## src/rtl/hrm_fetch_if.sv

```systemverilog
// Opcode/ROM bus between the HRM program sequencer and its neighbours.
// The master side is the sequencer. The slave side is the ROM, the control unit and the datapath.
interface hrm_fetch_if #(parameter int PC_W = 8);
  logic [PC_W-1:0] rom_addr;
  logic            rom_rd;
  logic [7:0]      rom_data;
  logic [3:0]      opcode;
  logic [7:0]      operand;
  logic            instr_valid;
  logic            exec_done;
  logic            branch;
  logic            ijump;
  logic            cond;
  logic [PC_W-1:0] pc;
  logic            halted;

  modport master (
    output rom_addr, rom_rd, opcode, operand, instr_valid, pc, halted,
    input  rom_data, exec_done, branch, ijump, cond
  );

  modport slave (
    input  rom_addr, rom_rd, opcode, operand, instr_valid, pc, halted,
    output rom_data, exec_done, branch, ijump, cond
  );
endinterface

```

## src/rtl/hrm_fetch.sv

```systemverilog
// HRM program sequencer. It fetches an opcode byte and an optional operand byte from a synchronous ROM.
// It issues the instruction with a valid/done handshake and then resolves the next PC.
module hrm_fetch #(
  parameter int         PC_W    = 8,
  parameter logic [3:0] HALT_OP = 4'hF
) (
  input  logic      clk,
  input  logic      rst,
  hrm_fetch_if.master bus
);

  typedef enum logic [2:0] {
    FETCH, DECODE, FETCH_ARG, LATCH_ARG, ISSUE, HALT
  } state_t;

  state_t          state;
  logic [PC_W-1:0] pcReg;
  logic [3:0]      opcodeReg;
  logic [7:0]      operandReg;
  logic            instrValid;
  logic            haltedReg;

  function automatic logic [PC_W-1:0] pcInc(input logic [PC_W-1:0] p);
    return p + PC_W'(1);
  endfunction

  function automatic logic [PC_W-1:0] jumpTarget(input logic [7:0] arg);
    return PC_W'(arg);
  endfunction

  always_ff @(posedge clk) begin
    if (rst) begin
      state      <= FETCH;
      pcReg      <= '0;
      opcodeReg  <= '0;
      operandReg <= '0;
      instrValid <= 1'b0;
      haltedReg  <= 1'b0;
    end else begin
      case (state)
        FETCH: state <= DECODE;
        DECODE: begin
          opcodeReg <= bus.rom_data[7:4];
          pcReg     <= pcInc(pcReg);
          if (bus.rom_data[7:4] == HALT_OP) begin
            haltedReg <= 1'b1;
            state     <= HALT;
          end else if (bus.rom_data[3]) begin
            state <= FETCH_ARG;
          end else begin
            operandReg <= '0;
            instrValid <= 1'b1;
            state      <= ISSUE;
          end
        end
        FETCH_ARG: state <= LATCH_ARG;
        LATCH_ARG: begin
          operandReg <= bus.rom_data;
          pcReg      <= pcInc(pcReg);
          instrValid <= 1'b1;
          state      <= ISSUE;
        end
        ISSUE: begin
          // pcReg already points past the instruction, so only a taken jump rewrites it
          if (bus.exec_done) begin
            if (bus.ijump || (bus.branch && bus.cond))
              pcReg <= jumpTarget(operandReg);
            instrValid <= 1'b0;
            state      <= FETCH;
          end
        end
        HALT:    state <= HALT;
        default: state <= FETCH;
      endcase
    end
  end

  // The read strobe is gated by rst so that no ROM read is issued while the sequencer is held in reset.
  assign bus.rom_rd      = !rst && ((state == FETCH) || (state == FETCH_ARG));
  assign bus.rom_addr    = pcReg;
  assign bus.pc          = pcReg;
  assign bus.opcode      = opcodeReg;
  assign bus.operand     = operandReg;
  assign bus.instr_valid = instrValid;
  assign bus.halted      = haltedReg;

endmodule

```

## src/flat_wrapper.sv

```systemverilog
// flat-port wrapper written by rule: the top's interface ports become plain ports
module hrm_fetch_flat 
#(
  parameter int         PC_W    = 8,
  parameter logic [3:0] HALT_OP = 4'hF
)
  (clk, rst, bus_rom_addr, bus_rom_rd, bus_opcode, bus_operand, bus_instr_valid, bus_pc, bus_halted, bus_rom_data, bus_exec_done, bus_branch, bus_ijump, bus_cond);
  hrm_fetch_if #(.PC_W(PC_W)) bus_i ();
  input  logic clk;
  input  logic rst;
  output wire logic [$bits(bus_i.rom_addr)-1:0] bus_rom_addr;
  output wire logic [$bits(bus_i.rom_rd)-1:0] bus_rom_rd;
  output wire logic [$bits(bus_i.opcode)-1:0] bus_opcode;
  output wire logic [$bits(bus_i.operand)-1:0] bus_operand;
  output wire logic [$bits(bus_i.instr_valid)-1:0] bus_instr_valid;
  output wire logic [$bits(bus_i.pc)-1:0] bus_pc;
  output wire logic [$bits(bus_i.halted)-1:0] bus_halted;
  input wire logic [$bits(bus_i.rom_data)-1:0] bus_rom_data;
  input wire logic [$bits(bus_i.exec_done)-1:0] bus_exec_done;
  input wire logic [$bits(bus_i.branch)-1:0] bus_branch;
  input wire logic [$bits(bus_i.ijump)-1:0] bus_ijump;
  input wire logic [$bits(bus_i.cond)-1:0] bus_cond;
  assign bus_rom_addr = bus_i.rom_addr;
  assign bus_rom_rd = bus_i.rom_rd;
  assign bus_opcode = bus_i.opcode;
  assign bus_operand = bus_i.operand;
  assign bus_instr_valid = bus_i.instr_valid;
  assign bus_pc = bus_i.pc;
  assign bus_halted = bus_i.halted;
  assign bus_i.rom_data = bus_rom_data;
  assign bus_i.exec_done = bus_exec_done;
  assign bus_i.branch = bus_branch;
  assign bus_i.ijump = bus_ijump;
  assign bus_i.cond = bus_cond;
  hrm_fetch #(.PC_W(PC_W), .HALT_OP(HALT_OP)) u_core (.clk(clk), .rst(rst), .bus(bus_i));
endmodule
```

## config.mk

```make
export PLATFORM = sky130hd
export DESIGN_NAME = hrm_fetch_flat
export DESIGN_NICKNAME = d
export VERILOG_FILES = /design/src/rtl/hrm_fetch_if.sv /design/src/rtl/hrm_fetch.sv /design/src/flat_wrapper.sv
export SDC_FILE = /design/constraint.sdc
export NUM_CORES = 1
export LEC_CHECK = 0
export ABC_AREA = 1
export BUFFER_PORTS_ARGS = -buffer_cell sky130_fd_sc_hd__buf_2
export CAP_MARGIN = 15
export CORE_UTILIZATION = 53
export CTS_CLUSTER_DIAMETER = 30
export CTS_CLUSTER_SIZE = 8
export DETAILED_ROUTE_END_ITERATION = 10
export PLACE_DENSITY = 0.84
export SLEW_MARGIN = 10
export SYNTH_ARGS = -nofsm -noshare
export SYNTH_HDL_FRONTEND = slang
export SYNTH_SLANG_ARGS = --single-unit
```

## constraint.sdc

```tcl
create_clock -name clk -period 2.14 [get_ports clk]
set_clock_uncertainty 0.1 [all_clocks]
set_input_delay 0.321 -clock clk [delete_from_list [all_inputs] [get_ports clk]]
set_output_delay 0.321 -clock clk [all_outputs]
set_load 0.01 [all_outputs]
```

Word-level counts from Yosys, hierarchy flattened
Cells that the tools add are included.

cells by class
  add/sub/neg operators = 1
  equal/unequal tests = 10
  mux-type cells = 14
  reductions and logical operators = 14

operator list
  cell                   number
  $mux W8                4
  $pmux W8 S2            2
  $pmux W3 S6            1
  $mux W3                3
  $add A8 B1 Y8 const B  1
  $eq A3 B2 Y1 const B   2
  $eq A3 B3 Y1 const B   2
  $ne A2 B2 Y1 const B   3
  $reduce_and A3 Y1      2
  $eq A4 B4 Y1 const B   1
  $reduce_and A4 Y1      1
  $reduce_bool A2 Y1     2
  $eq A3 B1 Y1 const B   1
  $logic_not A3 Y1       1
  $mux W1                3
  $pmux W1 S3            1
  $reduce_bool A3 Y1     1
  $logic_and A1 B1 Y1    2
  $logic_or A1 B1 Y1     2
  $ne A2 B1 Y1 const B   1
  $reduce_and A2 Y1      1
  $reduce_or A2 Y1       1
  $logic_not A1 Y1       1

word-level totals
  flip-flop bits (word level) = 25
  bits of input ports = 14
  word-level logic and storage cells = 45

Logic depth before layout (Yosys ltp)
  word-level depth = 5
  depth in mapped cells = 10
  depth with buffers taken out = 10

Worst setup path before layout
OpenSTA, ideal clock, no wires.

  path kind = reg2reg
  from = register u_core.pcReg[0], in the netlist u_core.bus.pc[0]
  to = register u_core.pcReg[6], in the netlist u_core.bus.pc[6]
  library setup time = 0.133 ns
  arrival time = 1.092 ns
  setup slack = 0.815 ns
  stages on the path, launching flop included = 7
  cells stage by stage = dfxtp_1 ha_1 nand3_1 o21ai_0 nand3_1 nand2_1 a21oi_2

on the way
  cells in the longest elaborated chain, start to end = 2

ends and longest elaborated chain
  what                    RTL line         text
  start, declared         hrm_fetch.sv:17  logic [PC_W-1:0] pcReg;
  start signal, assigned  hrm_fetch.sv:44  pcReg <= pcInc(pcReg);
  start signal, assigned  hrm_fetch.sv:59  pcReg <= pcInc(pcReg);
  start signal, assigned  hrm_fetch.sv:67  pcReg <= jumpTarget(operandReg);
  $add A8 B1 Y8           hrm_fetch.sv:24  return p + PC_W'(1);
  $pmux W8 S2             hrm_fetch.sv:40  case (state)

No other way between the ends.
A chain may end at the register's enable or synchronous reset.

Worst setup path after layout
  from = register u_core.state[2]
  to = register u_core.pcReg[2], in the netlist u_core.bus.pc[2]

on the way
  cells in the longest elaborated chain, start to end = 4
  elaborated cells between the ends (all ways) = 9

ends and longest elaborated chain
  what                                          RTL line         text
  start, declared                               hrm_fetch.sv:16  state_t state;
  start signal, assigned                        hrm_fetch.sv:33  state <= FETCH;
  start signal, assigned                        hrm_fetch.sv:41  FETCH: state <= DECODE;
  start signal, assigned                        hrm_fetch.sv:47  state <= HALT;
  $eq A3 B2 Y1 or $eq A3 B1 Y1 (tied branches)  hrm_fetch.sv:40
  $reduce_or A2 Y1 (no source line)             -
  $reduce_bool A2 Y1 (no source line)           -
  $reduce_and A3 Y1 (no source line)            -

Parallel ways exist; a longest one is shown, timed or not.

==> run_results.csv <==
group,metric,value,unit
run_status,run_status,"finished clean",
worst_setup_path,worstPathCellList,"nand2_1, nor2_4, nand2_1, nand2_2, inv_1, nand2_1, nand2_1, a21oi_1",
die,row_count,17,
placement,gp_congestion,0.834,
flow_run,maxCapViolations,0,
timing,hold_violations,0,
cts,cts_buffer_depth,2,
cts,hold_buffers,0,
synth,synth.area.top_cells,"dfxtp_1 38%, nand2_1 15%, nor2_1 6.8%",
synth,synth_top_area_cell,"dfxtp_1",
worst_setup_path,worstSetupPathType,"flip-flop to flip-flop",
layout,final_nets,246,
timing,fin_ws,571,ps
global_routing,grt_pass1_vias,1088,
worst_setup_path,critPathMaxStageDelay,460,ps
synth,ys_warn_count,0,
route,vias_per_cell,4.89,
cts,cts-root-buf,"clkbuf_4",
timing,setup_tns,0,ps
route,ant_nets,0,
route,firstDrtPassIters,4,
pwr,ir_worst_vdd,0.618,mV
layout,layout-drive-gt1-share,0.300,
worst_setup_path,critPathRequiredTime,2310,ps
worst_setup_path,crit_arrival,1740,ps
global_routing,grt_max_degree,17,
die,initial_core_util,0.582,
timing,grt_setup_unrepaired,"false",
global_routing,grt_overflow_total,0,
cts,htreeDepth,1,
pwr,clkPwrFrac,0.209,
cts,clkSinkCount,25,
worst_setup_path,cp-end-kind,"flip-flop",
global_routing,grt_pass1_wl,4750,um
cts,clk-insertion-delay-late,340,ps
cts,post_cts_buffers,0,
route,routedWlPerCell,10.6,um
global_routing,antenna_found_initial,0,
worst_setup_path,critPathTopFamily,"simple AND/OR/NAND/NOR gates",
worst_setup_path,cpMostUsedCell,"nand2_1",
placement,port_buffers,44,
pwr,seq_power_share,0.491,
pwr,p_sw_frac,0.368,
worst_setup_path,startpoint_type,"flip-flop",
die,die_width,52,um
synth,synth.distinct_cells,23,
min_path,hold_path.class,"input pin to flip-flop",
placement,pre_cts_ws,614,ps
route,vias,1261,
route,wl,2740,um
layout,n_fill_cell,210,
cts,ctsResizeCount,0,
route,post-route-drc-count,0,
die,core,0.00228,mm2
synth,synth_ff_type,"dfxtp_1",
route,first_iter_violations,23,
worst_setup_path,crit_buf_inv,1,
global_routing,grt_usage,0.234,
timing,period_share,0.733,
timing,min_period,1570,ps
synth,syn_area_per_cell,6.83,um2
timing,fmax,0.637,GHz
die,dieArea,0.00270,mm2
synth,syn_inst,194,
worst_setup_path,slowest_stage,"dfxtp_1",
placement,hpwlAfterDp,2080,um
synth,synthesis.nets,209,
pwr,combPwrFrac,0.300,
cts,cts_tree,"done",
timing,setup_violations,0,
synth,synth-seq-cells,25,
pwr,leakagePower,0.728,nW
pwr,p_sw,0.417,mW
synth,ys_seq_area_frac,0.378,
timing,relSlewSlack,0.786,
pwr,cellInternalPower,0.714,mW
synth,synth_enable_flop_cells,0,
synth,yosysTopAreaCellShare,0.378,
layout,syn_to_final_growth,14.8,%
worst_setup_path,r2r_slack,570,ps
die,die_h,52,um
pwr,power.density,743,mW/mm2
die,ios,45,
layout,diodes,0,
worst_setup_path,crit_fanout,11,
timing,maxSlewViolCount,0,
timing,worst_pin_slew,321,ps
synth,synth_area,0.00133,mm2
synth,synthArstFlopShare,0,
cts,clk_pin_slew,160,ps
cts,numCtsBuffers,3,
## layer usage
| metal | up-vias | track usage | share of wire |
|---|---|---|---|
| met3 | 2 | 0.0614 | 0.052 |
| met5 | - | 0 | 0 |
| li1 | 675 | - | - |
| met2 | 35 | 0.382 | 0.48 |
| met4 | 0 | 0.0405 | 0.0033 |
| met1 | 549 | 0.309 | 0.46 |
## Yosys cell counts, types with 3 or more instances
cell type and n:
nor2_1 24, buf_4 8, nand2_2 6, inv_1 16, nor2_2 5, nand3_1 10, a21oi_2 3, nand2_1 53
o21ai_0 12, a21oi_1 15, dfxtp_1 25
## worst min-delay path: cells and delay by family
| family | cells | cell delay (ps) |
|---|---|---|
| AND/OR/NAND/NOR | 1 | 50 |
| AO/OA/AOI/OAI | 1 | 50 |
| buffers and inverters | 1 | 100 |
## per-stage QoR
stage	cell area (um2)	power, mW	util	cells	hold WS, ps
finish	1520	1.13	0.668	258	112
global route	1520	1.21	0.668	258	99.3
CTS	1520	1.14	0.668	258	112
detailed placement	1490	0.905	0.655	254	354
global placement	1490	0.902	0.655	254	334
floorplan	1330	0.835	-	194	356
## final timing paths
path | from | cells past startpoint | endpoint
worst max-delay path | u_core.state[2]$_SDFFE_PP0P_ | 8 | u_core.bus.pc[2]$_SDFFE_PP0P_
worst min-delay path | bus_rom_data[0] | 3 | u_core.bus.operand[0]$_SDFFE_PP0P_
worst max register to register | u_core.state[2]$_SDFFE_PP0P_ | 8 | u_core.bus.pc[2]$_SDFFE_PP0P_
worst min register to register | u_core.bus.halted$_SDFFE_PP0P_ | 2 | u_core.bus.halted$_SDFFE_PP0P_
## cells in the final DEF, fill, tap and decap left out, types with 2 or more instances in the layout
master,n
nor2_1,24
inv_2,2
buf_2,44
clkbuf_4,3
inv_1,16
o21ai_1,2
nor2_2,5
nand2_1,53
a21oi_2,3
dfxtp_1,25
a21oi_1,15
nand2_2,6
nand3_1,10
nor2_4,2
o21ai_0,12
## flip-flops by register name, indices dropped and copies added, names as in the netlist
| register | count |
|---|---|
| u_core.bus.pc | 8 |
| u_core.bus.instr_valid | 1 |
| u_core.bus.opcode | 4 |
| u_core.bus.halted | 1 |
| u_core.state | 3 |
| u_core.bus.operand | 8 |
## area by class of cell
cell class	count	area (um2)	area share
Clock buffer	3	22.5	0.0148
Clock inverter	1	8.76	0.00576
Inverter	18	67.6	0.0444
Multi-Input combinational cell	139	667	0.438
Sequential cell	25	500	0.329
Tap cell	28	35.0	0.0230
Timing Repair Buffer	44	220	0.145
## logic make-up (layout without fill, tap and decap cells)
group,Yosys count,in the layout,share of synthesized area
and+or+nand+nor,104,104,0.351
AOI/OAI and AO/OA,34,34,0.143
buffers and inverters,30,66,0.119
DFF,25,25,0.378
adders and majority gates,1,1,0.00944
## power by group through the flow
stage | Sequential, mW | Combinational [mW] | Clock [mW]
final | 0.555 | 0.339 | 0.236
after detailed placement | 0.565 | 0.339 | 0
after global placement | 0.565 | 0.337 | 0
after floorplan | 0.579 | 0.256 | 0
after CTS | 0.556 | 0.341 | 0.241
after global routing | 0.565 | 0.383 | 0.262
Note: power is estimated with default switching activity, not from simulation.
